==> src/rtl/op_fwd_mux.sv <==
// op_fwd_mux: resolves one source operand from N forwarding stages, the
// register-file read value, or a forced zero, and registers it into a
// 2-entry skid buffer with valid/ready handshakes on both sides.
//
// Optional feature macro: OP_FWD_ZERO_REG_EN
//   defined   -> src_idx==0 is the hardwired zero register x0 and never
//                forwards. Stage entries with fwd_idx==0 never match.
//   undefined -> index 0 is an ordinary register.
`timescale 1ns/1ps

module op_fwd_mux #(
  parameter int OP_W  = 32,
  parameter int IDX_W = 5,
  parameter int N_FWD = 3,
  parameter int SRC_W = $clog2(N_FWD + 2)
) (
  input  logic                   clk,
  input  logic                   rst_n,
  input  logic                   in_valid,
  output logic                   in_ready,
  input  logic [IDX_W-1:0]       src_idx,
  input  logic                   zero_sel,
  input  logic [OP_W-1:0]        rf_data,
  input  logic [N_FWD-1:0]       fwd_valid,
  input  logic [N_FWD*IDX_W-1:0] fwd_idx,
  input  logic [N_FWD*OP_W-1:0]  fwd_data,
  output logic                   out_valid,
  input  logic                   out_ready,
  output logic [OP_W-1:0]        out_data,
  output logic [SRC_W-1:0]       out_src
);

  // Provenance tags; forwarding stage k is tagged 2+k.
  localparam logic [SRC_W-1:0] SRC_ZERO = '0;
  localparam logic [SRC_W-1:0] SRC_RF   = SRC_W'(1);

  // ---------------------------------------------------------------------
  // Input-side operand selection
  // ---------------------------------------------------------------------
  logic [N_FWD-1:0] fwd_hit;
  logic             x0_hit;
  logic [OP_W-1:0]  sel_data;
  logic [SRC_W-1:0] sel_src;

`ifdef OP_FWD_ZERO_REG_EN
  // x0 is architecturally zero, so it can never be a forwarding target.
  assign x0_hit = (src_idx == '0);
`else
  assign x0_hit = 1'b0;
`endif

  // Per-stage match: entry valid and destination equals the source index.
  generate
    for (genvar gi = 0; gi < N_FWD; gi++) begin : g_hit
`ifdef OP_FWD_ZERO_REG_EN
      assign fwd_hit[gi] = fwd_valid[gi]
                         && (fwd_idx[gi*IDX_W +: IDX_W] == src_idx)
                         && (fwd_idx[gi*IDX_W +: IDX_W] != '0);
`else
      assign fwd_hit[gi] = fwd_valid[gi]
                         && (fwd_idx[gi*IDX_W +: IDX_W] == src_idx);
`endif
    end
  endgenerate

  // Priority mux: forced zero, then youngest matching stage, then rf_data.
  always_comb begin
    sel_data = rf_data;
    sel_src  = SRC_RF;
    // Walk from oldest to youngest so the youngest match overrides.
    for (int k = N_FWD - 1; k >= 0; k--) begin
      if (fwd_hit[k]) begin
        sel_data = fwd_data[k*OP_W +: OP_W];
        sel_src  = SRC_W'(k + 2);
      end
    end
    if (zero_sel || x0_hit) begin
      sel_data = '0;
      sel_src  = SRC_ZERO;
    end
  end

  // ---------------------------------------------------------------------
  // Two-entry skid buffer: M drives the outputs, S absorbs one extra
  // operand when downstream stalls. in_ready depends only on S, so there
  // is no combinational path from out_ready to in_ready.
  // ---------------------------------------------------------------------
  logic             m_valid_reg, m_valid_next;
  logic [OP_W-1:0]  m_data_reg,  m_data_next;
  logic [SRC_W-1:0] m_src_reg,   m_src_next;
  logic             s_valid_reg, s_valid_next;
  logic [OP_W-1:0]  s_data_reg,  s_data_next;
  logic [SRC_W-1:0] s_src_reg,   s_src_next;

  logic accept;
  logic xfer;

  assign in_ready  = !s_valid_reg;
  assign accept    = in_valid && in_ready;
  assign xfer      = m_valid_reg && out_ready;

  assign out_valid = m_valid_reg;
  assign out_data  = m_data_reg;
  assign out_src   = m_src_reg;

  // Next-state logic for the EMPTY / ONE / FULL occupancy cases.
  always_comb begin
    m_valid_next = m_valid_reg;
    m_data_next  = m_data_reg;
    m_src_next   = m_src_reg;
    s_valid_next = s_valid_reg;
    s_data_next  = s_data_reg;
    s_src_next   = s_src_reg;

    if (!m_valid_reg) begin
      // EMPTY: a new operand goes straight into M.
      if (accept) begin
        m_valid_next = 1'b1;
        m_data_next  = sel_data;
        m_src_next   = sel_src;
      end
    end else if (!s_valid_reg) begin
      // ONE: replace, park in S, drain, or hold.
      if (accept && xfer) begin
        m_data_next  = sel_data;
        m_src_next   = sel_src;
      end else if (accept) begin
        s_valid_next = 1'b1;
        s_data_next  = sel_data;
        s_src_next   = sel_src;
      end else if (xfer) begin
        m_valid_next = 1'b0;
      end
    end else begin
      // FULL: no accept possible; a transfer promotes S into M.
      if (xfer) begin
        m_data_next  = s_data_reg;
        m_src_next   = s_src_reg;
        s_valid_next = 1'b0;
      end
    end
  end

  // State registers; reset discards both entries immediately.
  always_ff @(posedge clk or negedge rst_n) begin
    if (!rst_n) begin
      m_valid_reg <= 1'b0;
      m_data_reg  <= '0;
      m_src_reg   <= '0;
      s_valid_reg <= 1'b0;
      s_data_reg  <= '0;
      s_src_reg   <= '0;
    end else begin
      m_valid_reg <= m_valid_next;
      m_data_reg  <= m_data_next;
      m_src_reg   <= m_src_next;
      s_valid_reg <= s_valid_next;
      s_data_reg  <= s_data_next;
      s_src_reg   <= s_src_next;
    end
  end

endmodule

==> config.mk <==
export PLATFORM = sky130hd
export DESIGN_NAME = op_fwd_mux
export DESIGN_NICKNAME = d
export VERILOG_FILES = /design/src/rtl/op_fwd_mux.sv
export SDC_FILE = /design/constraint.sdc
export NUM_CORES = 1
export LEC_CHECK = 0
export CORE_AREA = 5 5 115 144
export CTS_CLUSTER_DIAMETER = 80
export CTS_CLUSTER_SIZE = 14
export DETAILED_ROUTE_END_ITERATION = 16
export DIE_AREA = 0 0 120 149
export PLACE_DENSITY_LB_ADDON = 0.25
export SLEW_MARGIN = 40
export SYNTH_ARGS = -nofsm -noshare
export SYNTH_HDL_FRONTEND = slang
export SYNTH_SLANG_ARGS = --single-unit
==> constraint.sdc <==
create_clock -name clk -period 2.3 [get_ports clk]
set_clock_uncertainty 0.15 [all_clocks]
set_input_delay 0.46 -clock clk [delete_from_list [all_inputs] [get_ports clk]]
set_output_delay 0.46 -clock clk [all_outputs]
set_load 0.01 [all_outputs]
* Word level (Yosys, flattened, before mapping) *
Index checks and enable logic that the tools add are counted.
W data, S select, Z words.

operators by class
  muxes and demuxes = 26
  equal/unequal tests = 5
  bitwise gates (word level) = 2
  reduce and logical (&&, ||, !) cells = 10

operators with widths
  cell                  count
  $mux W32              9
  $mux W3               9
  $eq A5 B5 Y1          3
  $mux W1               8
  $logic_and A1 B1 Y1   6
  $reduce_and A4 Y1     1
  $ne A3 B1 Y1 const B  1
  $ne A3 B2 Y1 const B  1
  $reduce_and A3 Y1     1
  $not A1 Y1            2
  $reduce_bool A2 Y1    1
  $logic_not A1 Y1      1

word-level totals
  output and inout bits = 37
  bits of input ports = 156
  register bits after elaboration = 72
  word-level logic and storage cells = 49

* Logic depth before layout (Yosys ltp) *
Gate-level depths: netlist of run 1.

  word-level depth = 9
  gate-level depth with buffers = 8
  gate-level depth less buffers = 5

* Worst setup path before layout of run 1 *
OpenSTA, ideal clock, no wires.

  kind = input -> register
  start point = input src_idx[3]
  end point = register m_data_reg[26], in the netlist out_data[26]
  library setup time = 0.141 ns
  slack = 0.218 ns
  stages = 7
  required time = 2.009 ns
  buffers on the path = 2
  data arrival time = 1.791 ns
  cell sequence = xor2_1 nor4_4 buf_4 buf_2 a21boi_0 o311ai_1 o22ai_1

on the way
  word-level cells in the longest chain between the ends = 9
  elaborated cells between the ends (all ways) = 14

RTL lines
  item                    RTL line  RTL
  start, declared         21        input logic [IDX_W-1:0] src_idx,
  $eq A5 B5 Y1            61        && (fwd_idx[gi*IDX_W +: IDX_W] == src_idx);
  $logic_and A1 B1 Y1     61
  $mux W32 (2 in series)  72        if (fwd_hit[k]) begin
  $mux W32 *              72
  $mux W32 *              77        if (zero_sel || x0_hit) begin
  $mux W32                124       if (accept && xfer) begin
  $mux W32                122       end else if (!s_valid_reg) begin
  $mux W32 *              115       if (!m_valid_reg) begin
  end signal, assigned    155       m_data_reg <= m_data_next;
  end, declared           89        logic [OP_W-1:0] m_data_reg, m_data_next;

Mark *: on every way between the ends. The rest lies on a longest branch, timed or not. The select of a mux whose other input is x is not followed.
A chain may end at the register's enable or synchronous reset.

* Worst setup path after layout of run 1 *
  start point = input fwd_idx[13]
  end point = register s_data_reg[17]

on the way
  word-level cells in the longest chain between the ends = 6

RTL lines
  item                    RTL line  RTL
  start, declared         25        input logic [N_FWD*IDX_W-1:0] fwd_idx,
  $eq A5 B5 Y1            61
  $logic_and A1 B1 Y1     61
  $mux W32 (3 in series)  72
  $mux W32                77
  end signal, assigned    158       s_data_reg <= s_data_next;
  end, declared           92        logic [OP_W-1:0] s_data_reg, s_data_next;

No other way between the ends.

==> results of run 1 <==
## power groups by stage
stage	clock network [W]	registers, W	logic (W)
final	0.00140	0.00235	0.00381
after global routing	0.00146	0.00243	0.00416
after CTS	0.00142	0.00234	0.00377
after detailed placement	0	0.00235	0.00370
after global placement	0	0.00232	0.00356
after floorplan	0	0.00241	0.00188
## through the flow
step                TNS [ns]  area (µm²)
finish                     0        8040
global route        -0.00286        8040
CTS                        0        7770
detailed placement    -29.84        7220
global placement      -26.63        7220
floorplan                  0        4850
## kinds of logic after synthesis
kind of cell / count (synthesis) / synth area share
simple gates: 218 / 0.223
mux: 3 / 0.00696
buf+inv: 70 / 0.0578
xor+xnor: 15 / 0.0271
compound gates: 236 / 0.314
flops: 72 / 0.371
## synthesized netlist by cell type, drive strengths merged, types with 5 or more instances
library cell and n:
o22ai 32, clkbuf 58, nor2 38, and3 32
a31oi 67, and2 5, dfrtp 72, xnor2 7
nand3b 32, o311ai 32, nand2 104, xor2 8
a21boi 32, o21ai 66, buf 9
## worst max path at each step
stage | start | to | slack (ns) | cells after the start
after global placement | src_idx[3] | out_src[2] | -0.49 | 7
after detailed placement | src_idx[3] | s_data_reg[17] | -0.52 | 7
after global routing | fwd_idx[13] | s_data_reg[17] | -0.002 | 8
final | fwd_idx[13] | s_data_reg[17] | 0.04 | 8
after floorplan | src_idx[3] | out_data[26] | 0.22 | 7
after CTS | fwd_idx[10] | out_data[28] | 0.001 | 8
## layer usage
metal  vias to the layer above  global-route usage  part of all wire
li1                       2642                   -                 -
met1                      2790               0.242              0.39
met2                       217               0.379              0.52
met3                        45              0.0345             0.050
met4                         0              0.0957             0.040
met5                         -                   0                 0
## timing repair
item,CTS,global route
cloned,3,2
pin swaps,17,6
hold buffers,1,0
endpoints found under the hold margin,34,0
buffers inserted,4,2
endpoints found under the setup margin,67,69
resized for setup,24,28
## critical path: cells and delay by family
kind,cells,cell delay [ns]
XOR/XNOR,1,0.20
AND/OR/NAND/NOR,2,0.25
buffers and inverters,3,0.96
AO/OA/AOI/OAI,2,0.44
## layout make-up
class / count / share of cell area
Clock inverter: 3 / 0.00529
Sequential cell: 72 / 0.224
Multi-Input combinational cell: 472 / 0.382
Clock buffer: 12 / 0.0307
Antenna cell: 1 / 0.000311
Timing Repair Buffer: 246 / 0.328
Inverter: 3 / 0.00140
Tap cell: 182 / 0.0283
==> metrics.yaml, run 1 <==
clock_tree:
  cts.reportedPaths.clkPinSlew_ns: 0.06
  numCtsBuffers: 9
  insertion_delay_ns: 0.32
  cts_htree_levels: 3
  clk_path_buf_depth: 2
  cts_tree: "yes"
  root_buffer: "clkbuf_16"
  clock-sinks: 72
global_routing:
  grt_max_degree: 61
  grt_usage: 0.210
  grt_pass1_wl_um: 30300
  grt_antenna_before_repair: 1
  grt-ovfl-total: 0
  grt_pass1_vias: 5880
sta:
  min_period_ns: 2.26
  timing.final.hold_violations: 0
  hold_ws_ns: 0.358
  tightest_slew_ns: 0.511
  final.setup.worst_slack_ns: 0.0419
  finalSetupViolCount: 0
  period_share: 0.982
  max_freq_mhz: 443
  slew_headroom: 0.659
  slew_viol_final: 0
detailed_routing:
  via_count: 5694
  drt_wl_total_um: 20100
  vias_per_cell: 5.75
  route.detailed.drc: 0
  first_pass_iters: 5
  drtAntennaViolNets: 0
  wl_per_cell_um: 20.2
  drt_iter0_drc: 492
finish:
  final_nets: 960
  multi_input_area_um2: 3070
  area_delta_synth_final_pct: 65.7
  drive_gt1_frac: 0.139
  fillCellCount: 1348
  layout_commonest_cell: "clkdlybuf4s50_1"
  regArea_um2: 1800
  mostFrequentLayoutCells: "clkdlybuf4s50_1, nand2_1, dfrtp_1"
  instances_no_fill: 991
  fin_util: 0.537
synthesis:
  synthFlopType: "dfrtp_1"
  ys_types: 32
  ys_ff_latch: 72
  netlist_area_um2: 4850
  synthCells: 614
  syn-num-nets: 770
  yosysSeqAreaShare: 0.371
  post_synth.cell_area_avg_um2: 7.90
  synth_top_area_share: 0.371
  synth_top_area_cell: "dfrtp_1"
  yosysWarnings: 0
  synth_edf_count: 0
  synth_area_leaders: "dfrtp_1, a31oi_1, nand2_1, o21ai_0, o311ai_1"
  synthArstFlopShare: 1.00
floorplan:
  core-area_um2: 15000
  die_height_um: 149
  io_pins: 193
  dieArea_um2: 17900
  die_x_um: 120
  rows: 50
  start_util: 0.324
pwr:
  powerDensity_nw_per_um2: 940
  internal_power_w: 0.00467
  finalPower_w: 0.00755
  pwr-share-clk: 0.185
  p_seq_frac: 0.311
  ir_drop_mv: 0.423
  p_switching_w: 0.00288
  p_leak_nw: 3.11
  p_sw_frac: 0.381
  power_frac_comb: 0.504
worst_hold_path:
  min_delay_path_depth: 1
  min-delay-start: "s_src_reg[2]"
  min_path_type: "register to register"
  hold_end: "s_src_reg[2]"
worst_setup_path:
  startpoint_type: "input port"
  slowest_delay_ns: 0.52
  cp_cell_sequence: "clkdlybuf4s50_1, xor2_2, nor4_4, buf_6, bufbuf_16, and3_1, o311ai_4, a31oi_1"
  critPathMaxFanout: 18
  cp-end-kind: "register"
  r2r-end: "out_data[14]"
  cp.arrival_ns: 2.30
  cp_slowest_cell: "clkdlybuf4s50_1"
  r2r_cells: 5
  r2r-start: "s_valid_reg"
  r2r_slack_ns: 0.52
  critical_path_class: "input port to register"
  worstPathRequired_ns: 2.34
run_status:
  status: "complete, no violations"
place:
  dp_slack_ns: -0.523
  portBuffers: 192
  place.gp.congestion: 0.851
  dp_cells: 963
  dp_hpwl_um: 13300
job:
  cap_violations: 0
(Power assumes the default switching activity.)
==> run 2, diff against run 1 <==
--- a/config.mk
+++ b/config.mk
@@ -5,11 +5,13 @@
 export SDC_FILE = /design/constraint.sdc
 export NUM_CORES = 1
 export LEC_CHECK = 0
-export CORE_AREA = 5 5 115 144
+export CELL_PAD_IN_SITES_DETAIL_PLACEMENT = 1
+export CELL_PAD_IN_SITES_GLOBAL_PLACEMENT = 2
+export CORE_AREA = 5 5 134 167
 export CTS_CLUSTER_DIAMETER = 80
 export CTS_CLUSTER_SIZE = 14
 export DETAILED_ROUTE_END_ITERATION = 16
-export DIE_AREA = 0 0 120 149
+export DIE_AREA = 0 0 139 172
 export PLACE_DENSITY_LB_ADDON = 0.25
 export SLEW_MARGIN = 40
 export SYNTH_ARGS = -nofsm -noshare
==> metrics.yaml, run 2 (synthesized netlist as in run 1, its figures left out) <==
detailed_routing:
  drtAntennaViolNets: 0  # unchanged
  route.detailed.drc: 0  # unchanged
  vias_per_cell: 5.25  # was 5.75
  drt_wl_total_um: 23200  # was 20100 µm
  drt_iter0_drc: 240  # was 492
  first_pass_iters: 4  # was 5
  via_count: 5707  # was 5694
  wl_per_cell_um: 21.3  # was 20.2 µm
worst_hold_path:
  min_path_type: "register to register"  # unchanged
clock_tree:
  insertion_delay_ns: 0.34  # was 0.32 ns
  clk_path_buf_depth: 2  # unchanged
  cts_tree: "yes"  # unchanged
  cts.reportedPaths.clkPinSlew_ns: 0.06  # about the same
  numCtsBuffers: 9  # unchanged
  root_buffer: "clkbuf_16"  # unchanged
  cts_htree_levels: 3  # unchanged
  clock-sinks: 72  # unchanged
sta:
  tightest_slew_ns: 0.557  # was 0.511 ns
  rsz0062_at_grt: "yes"
  timing.final.hold_violations: 0  # unchanged
  max_freq_mhz: 437  # was 443 MHz
  period_share: 0.995  # was 0.982
  finalSetupViolCount: 0  # unchanged
  min_period_ns: 2.29  # was 2.26 ns
  setup_tns_ns: 0  # unchanged
  slew_viol_final: 0  # unchanged
  slew_headroom: 0.629  # was 0.659
pwr:
  powerDensity_nw_per_um2: 948  # was 940 nW/µm²
  ir_drop_mv: 0.437  # was 0.423 mV
  p_leak_nw: 3.11  # about the same
worst_setup_path:
  cp_slowest_cell: "clkdlybuf4s50_1"  # unchanged
  critPathTopFamily: "buffers and inverters"  # unchanged
  cp-end-kind: "register"  # unchanged
  cp.arrival_ns: 2.39  # was 2.30 ns
  worstPathRequired_ns: 2.40  # was 2.34 ns
  worst-path-buf-inv: 3  # unchanged
  cp_cell_sequence: "clkdlybuf4s50_1, xor2_2, nor4_4, buf_6, and2_4, buf_12, or4_4, a31oi_1"  # was clkdlybuf4s50_1, xor2_2, nor4_4, buf_6, bufbuf_16, and3_1, o311ai_4, a31oi_1
  critical_path_class: "input port to register"  # unchanged
  critPathMaxFanout: 15  # was 18
  slowest_delay_ns: 0.51  # was 0.52 ns
  startpoint_type: "input port"  # unchanged
floorplan:
  core-area_um2: 20700  # was 15000 µm²
  rows: 59  # was 50
  start_util: 0.235  # was 0.324
  dieArea_um2: 23900  # was 17900 µm²
  die_height_um: 172  # was 149 µm
  io_pins: 193  # unchanged
  die_x_um: 139  # was 120 µm
place:
  place.gp.congestion: 0.794  # was 0.851
  placed_area_um2: 7430  # was 7220 µm²
  dp_hpwl_um: 15600  # was 13300 µm
  portBuffers: 192  # unchanged
global_routing:
  grt_pass1_vias: 6331  # was 5880
  grt_antenna_before_repair: 2  # was 1
  grt_usage: 0.185  # was 0.210
  grt-ovfl-total: 0  # unchanged
  grt_max_degree: 65  # was 61
  grt_pass1_wl_um: 35100  # was 30300 µm
finish:
  fin_util: 0.393  # was 0.537
  final_nets: 962  # was 960
  area_delta_synth_final_pct: 67.6  # was 65.7%
  final_area_um2: 8130  # was 8040 µm²
  mostFrequentLayoutCells: "clkdlybuf4s50_1, nand2_1, dfrtp_1"  # unchanged
  drive_gt1_frac: 0.133  # was 0.139
  layout_commonest_cell: "clkdlybuf4s50_1"  # unchanged
job:
  cap_violations: 0  # unchanged
run_status:
  status: "complete, no violations"  # unchanged
run 2: changes by cell type in the layout (fill, tap and decap cells not counted), sizes merged:
cell           change
bufbuf             -2
clkinv             -1
clkdlybuf4s15      +1
clkbuf             +6
dlygate4sd2        +1
buf                +2
diode              +1
clkdlybuf4s50      -4
run 2: through the flow:
stage | power [W] | hold slack, ns | instances | setup slack (ns)
2_1_floorplan | 0.00430 | 0.0144 | 614 | 0.218
3_3_place_gp | 0.00600 | 0.320 | 1057 | -0.564
3_5_place_dp | 0.00622 | 0.328 | 1057 | -0.604
4_1_cts | 0.00776 | 0.382 | 1080 | -0.00217
5_1_grt | 0.00825 | 0.402 | 1087 | -0.0543
6_report | 0.00771 | 0.375 | 1087 | 0.0106
run 2: layer usage:
layer | part of all wire | up-vias | track usage
li1 | - | 2652 | -
met4 | 0.025 | 0 | 0.0719
met2 | 0.54 | 136 | 0.344
met5 | 0 | - | 0
met1 | 0.40 | 2878 | 0.213
met3 | 0.036 | 41 | 0.0304
run 2: area by class of cell:
| cell class | instances | area [µm²] |
|---|---|---|
| Sequential cell | 72 | 1800 |
| Timing Repair Buffer | 248 | 2690 |
| Clock buffer | 14 | 264 |
| Multi-Input combinational cell | 472 | 2970 |
| Inverter | 3 | 11.3 |
| Antenna cell | 2 | 5.00 |
| Clock inverter | 2 | 37.5 |
| Tap cell | 274 | 343 |
| Fill cell | 2406 | 12500 |
run 2: final timing paths:
kind                             start      endpoint  slack, ns  cells after the start
max                         fwd_idx[8]    out_src[2]       0.01                      8
min                         out_src[1]    out_src[1]       0.37                      1
max reg2reg                s_valid_reg  out_data[12]       0.55                      5
min reg2reg                 out_src[1]    out_src[1]       0.37                      1
max in group asynchronous        rst_n  out_data[12]       0.86                      3
min in group asynchronous        rst_n   out_data[1]       0.49                      2
run 2: repair_timing:
action	4_1_cts	5_1_grt
pin swaps	7	4
cloned	3	4
gates resized for setup	25	22
endpoints found under the setup margin	69	62
hold endpoints to repair	36	0
setup buffers	3	1
hold buffers	1	0
run 2: power by group:
part	switching, W	leakage [nW]	total [W]	internal [W]
clock network	0.000563	0.143	0.00147	0.000902
logic	0.00198	2.13	0.00389	0.00191
registers	0.000433	0.840	0.00236	0.00192
==> run 3, diff against run 2 <==
--- a/config.mk
+++ b/config.mk
@@ -7,11 +7,11 @@
 export LEC_CHECK = 0
 export CELL_PAD_IN_SITES_DETAIL_PLACEMENT = 1
 export CELL_PAD_IN_SITES_GLOBAL_PLACEMENT = 2
-export CORE_AREA = 5 5 134 167
+export CORE_AREA = 2 2 131 164
 export CTS_CLUSTER_DIAMETER = 80
 export CTS_CLUSTER_SIZE = 14
 export DETAILED_ROUTE_END_ITERATION = 16
-export DIE_AREA = 0 0 139 172
+export DIE_AREA = 0 0 133 166
 export PLACE_DENSITY_LB_ADDON = 0.25
 export SLEW_MARGIN = 40
 export SYNTH_ARGS = -nofsm -noshare
==> metrics.yaml, run 3 (synthesized netlist as in run 1, its figures left out) <==
floorplan:
  io_pins: 193  # unchanged
  rows: 59  # unchanged
  start_util: 0.236  # was 0.235
  die_height_um: 166  # was 172 µm
  core-area_um2: 20600  # was 20700 µm²
  dieArea_um2: 22100  # was 23900 µm²
  die_x_um: 133  # was 139 µm
place:
  dp_cells: 1076  # was 1057
  dp_slack_ns: -0.748  # was -0.604 ns
  dp_hpwl_um: 15800  # was 15600 µm
  place.gp.congestion: 0.785  # was 0.794
  portBuffers: 192  # unchanged
sta:
  period_share: 0.980  # was 0.995
  slew_viol_final: 0  # unchanged
  hold_ws_ns: 0.375  # about the same
  finalSetupViolCount: 0  # unchanged
  timing.final.hold_violations: 0  # unchanged
  final.setup.worst_slack_ns: 0.0449  # was 0.0106 ns
  max_freq_mhz: 443  # was 437 MHz
  min_period_ns: 2.26  # was 2.29 ns
  slew_headroom: 0.687  # was 0.629
  rsz0062_at_grt: "yes"  # unchanged
  tightest_slew_ns: 0.469  # was 0.557 ns
finish:
  diodes: 0  # was 2
  layout_commonest_cell: "clkdlybuf4s50_1"  # unchanged
  final_nets: 987  # was 962
  area_delta_synth_final_pct: 76.1  # was 67.6%
  instances_no_fill: 1109  # was 1087
  drive_gt1_frac: 0.186  # was 0.133
  mostFrequentLayoutCells: "clkdlybuf4s50_1, nand2_1, dfrtp_1"  # unchanged
detailed_routing:
  first_pass_iters: 4  # unchanged
  via_count: 5839  # was 5707
  vias_per_cell: 5.27  # was 5.25
  route.detailed.drc: 0  # unchanged
  drtAntennaViolNets: 0  # unchanged
  drt_iter0_drc: 290  # was 240
  wl_per_cell_um: 21.9  # was 21.3 µm
  drt_wl_total_um: 24300  # was 23200 µm
job:
  cap_violations: 0  # unchanged
worst_setup_path:
  critPathMaxFanout: 8  # was 15
  startpoint_type: "input port"  # unchanged
  critical_path_class: "input port to register"  # unchanged
  worstPathRequired_ns: 2.37  # was 2.40 ns
  cp-end-kind: "register"  # unchanged
  cp.arrival_ns: 2.32  # was 2.39 ns
clock_tree:
  clk_path_buf_depth: 2  # unchanged
  root_buffer: "clkbuf_16"  # unchanged
  insertion_delay_ns: 0.35  # was 0.34 ns
  cts.reportedPaths.clkPinSlew_ns: 0.06  # about the same
  numCtsBuffers: 9  # unchanged
  cts_htree_levels: 3  # unchanged
  cts_tree: "yes"  # unchanged
  clock-sinks: 72  # unchanged
pwr:
  p_leak_nw: 3.27  # was 3.11 nW
  powerDensity_nw_per_um2: 958  # was 948 nW/µm²
  ir_drop_mv: 0.441  # was 0.437 mV
global_routing:
  grt_pass1_vias: 6426  # was 6331
  grt_usage: 0.214  # was 0.185
  grt_pass1_wl_um: 36600  # was 35100 µm
  grt-ovfl-total: 0  # unchanged
  grt_max_degree: 49  # was 65
  grt_antenna_before_repair: 1  # was 2
worst_hold_path:
  min_path_type: "register to register"  # unchanged
run_status:
  status: "complete, no violations"  # unchanged
-- run 3: cell count changes in the layout (fill, tap and decap cells not counted), moves of 4 or more --
cell	before	now
and3_4	0	4
buf_16	1	7
a21boi_1	1	6
o311ai_1	20	11
and3_1	32	28
a31oi_2	1	7
a21boi_0	31	26
buf_4	27	53
o311ai_2	11	18
a31oi_1	66	57
buf_12	19	15
-- run 3: path summary, 6_finish.rpt --
| path | start | end | slack [ns] | depth (start not counted) |
|---|---|---|---|---|
| setup / recovery | fwd_idx[13] | s_data_reg[8] | 0.04 | 11 |
| hold / removal | s_src_reg[2] | s_src_reg[2] | 0.37 | 1 |
| setup reg to reg | s_valid_reg | out_data[0] | 0.34 | 6 |
| hold reg to reg | s_src_reg[2] | s_src_reg[2] | 0.37 | 1 |
| max in group asynchronous | rst_n | out_data[15] | 0.92 | 3 |
| min in group asynchronous | rst_n | out_src[2] | 0.47 | 2 |
-- run 3: final cells by class --
type	instances	area, µm²
fill	2324	12100
sequential	72	1800
clock inverter	6	133
tap	274	343
clock buffer	9	225
timing repair buffer	273	2880
multi-input combinational	472	3140
inverter	3	11.3
-- run 3: layer usage --
layer | GRT usage | wire [µm] | vias to the layer above
li1 | - | - | 2705
met1 | 0.246 | 10000 | 2918
met2 | 0.390 | 12500 | 176
met3 | 0.0403 | 1130 | 40
met4 | 0.0832 | 616 | 0
met5 | 0 | 0 | -
-- run 3: what timing repair did --
action | CTS | global route
resized for setup | 52 | 33
pin swaps | 25 | 10
hold buffers | 1 | 0
setup buffers | 7 | 4
setup endpoints to repair | 68 | 58
cloned | 7 | 2
hold endpoints to repair | 32 | 0
-- run 3: worst max-delay path, stage by stage --
cell and delay (ns):
dlygate4sd2_1 0.26, xor2_2 0.16, nor4_4 0.30, buf_6 0.18, buf_6 0.10, buf_12 0.11
buf_16 0.13, a21boi_1 0.06, o311ai_1 0.26, buf_4 0.20, a31oi_4 0.08
-- run 3: report_power, final --
| part | switching [W] | internal (W) | leakage, nW |
|---|---|---|---|
| clock | 0.000576 | 0.00116 | 0.171 |
| combinational | 0.00207 | 0.00200 | 2.26 |
| sequential | 0.000454 | 0.00192 | 0.840 |
-- run 3: stage by stage --
step                      cell area (µm²)   util  power, W  TNS [ns]
after floorplan                      4850      -   0.00430         0
after global placement               7490  0.364   0.00602    -30.52
after detailed placement             7490  0.364   0.00624    -34.44
after CTS                            8350  0.406   0.00815   -0.0532
after global routing                 8540  0.415   0.00873   -0.0722
final                                8540  0.415   0.00818         0
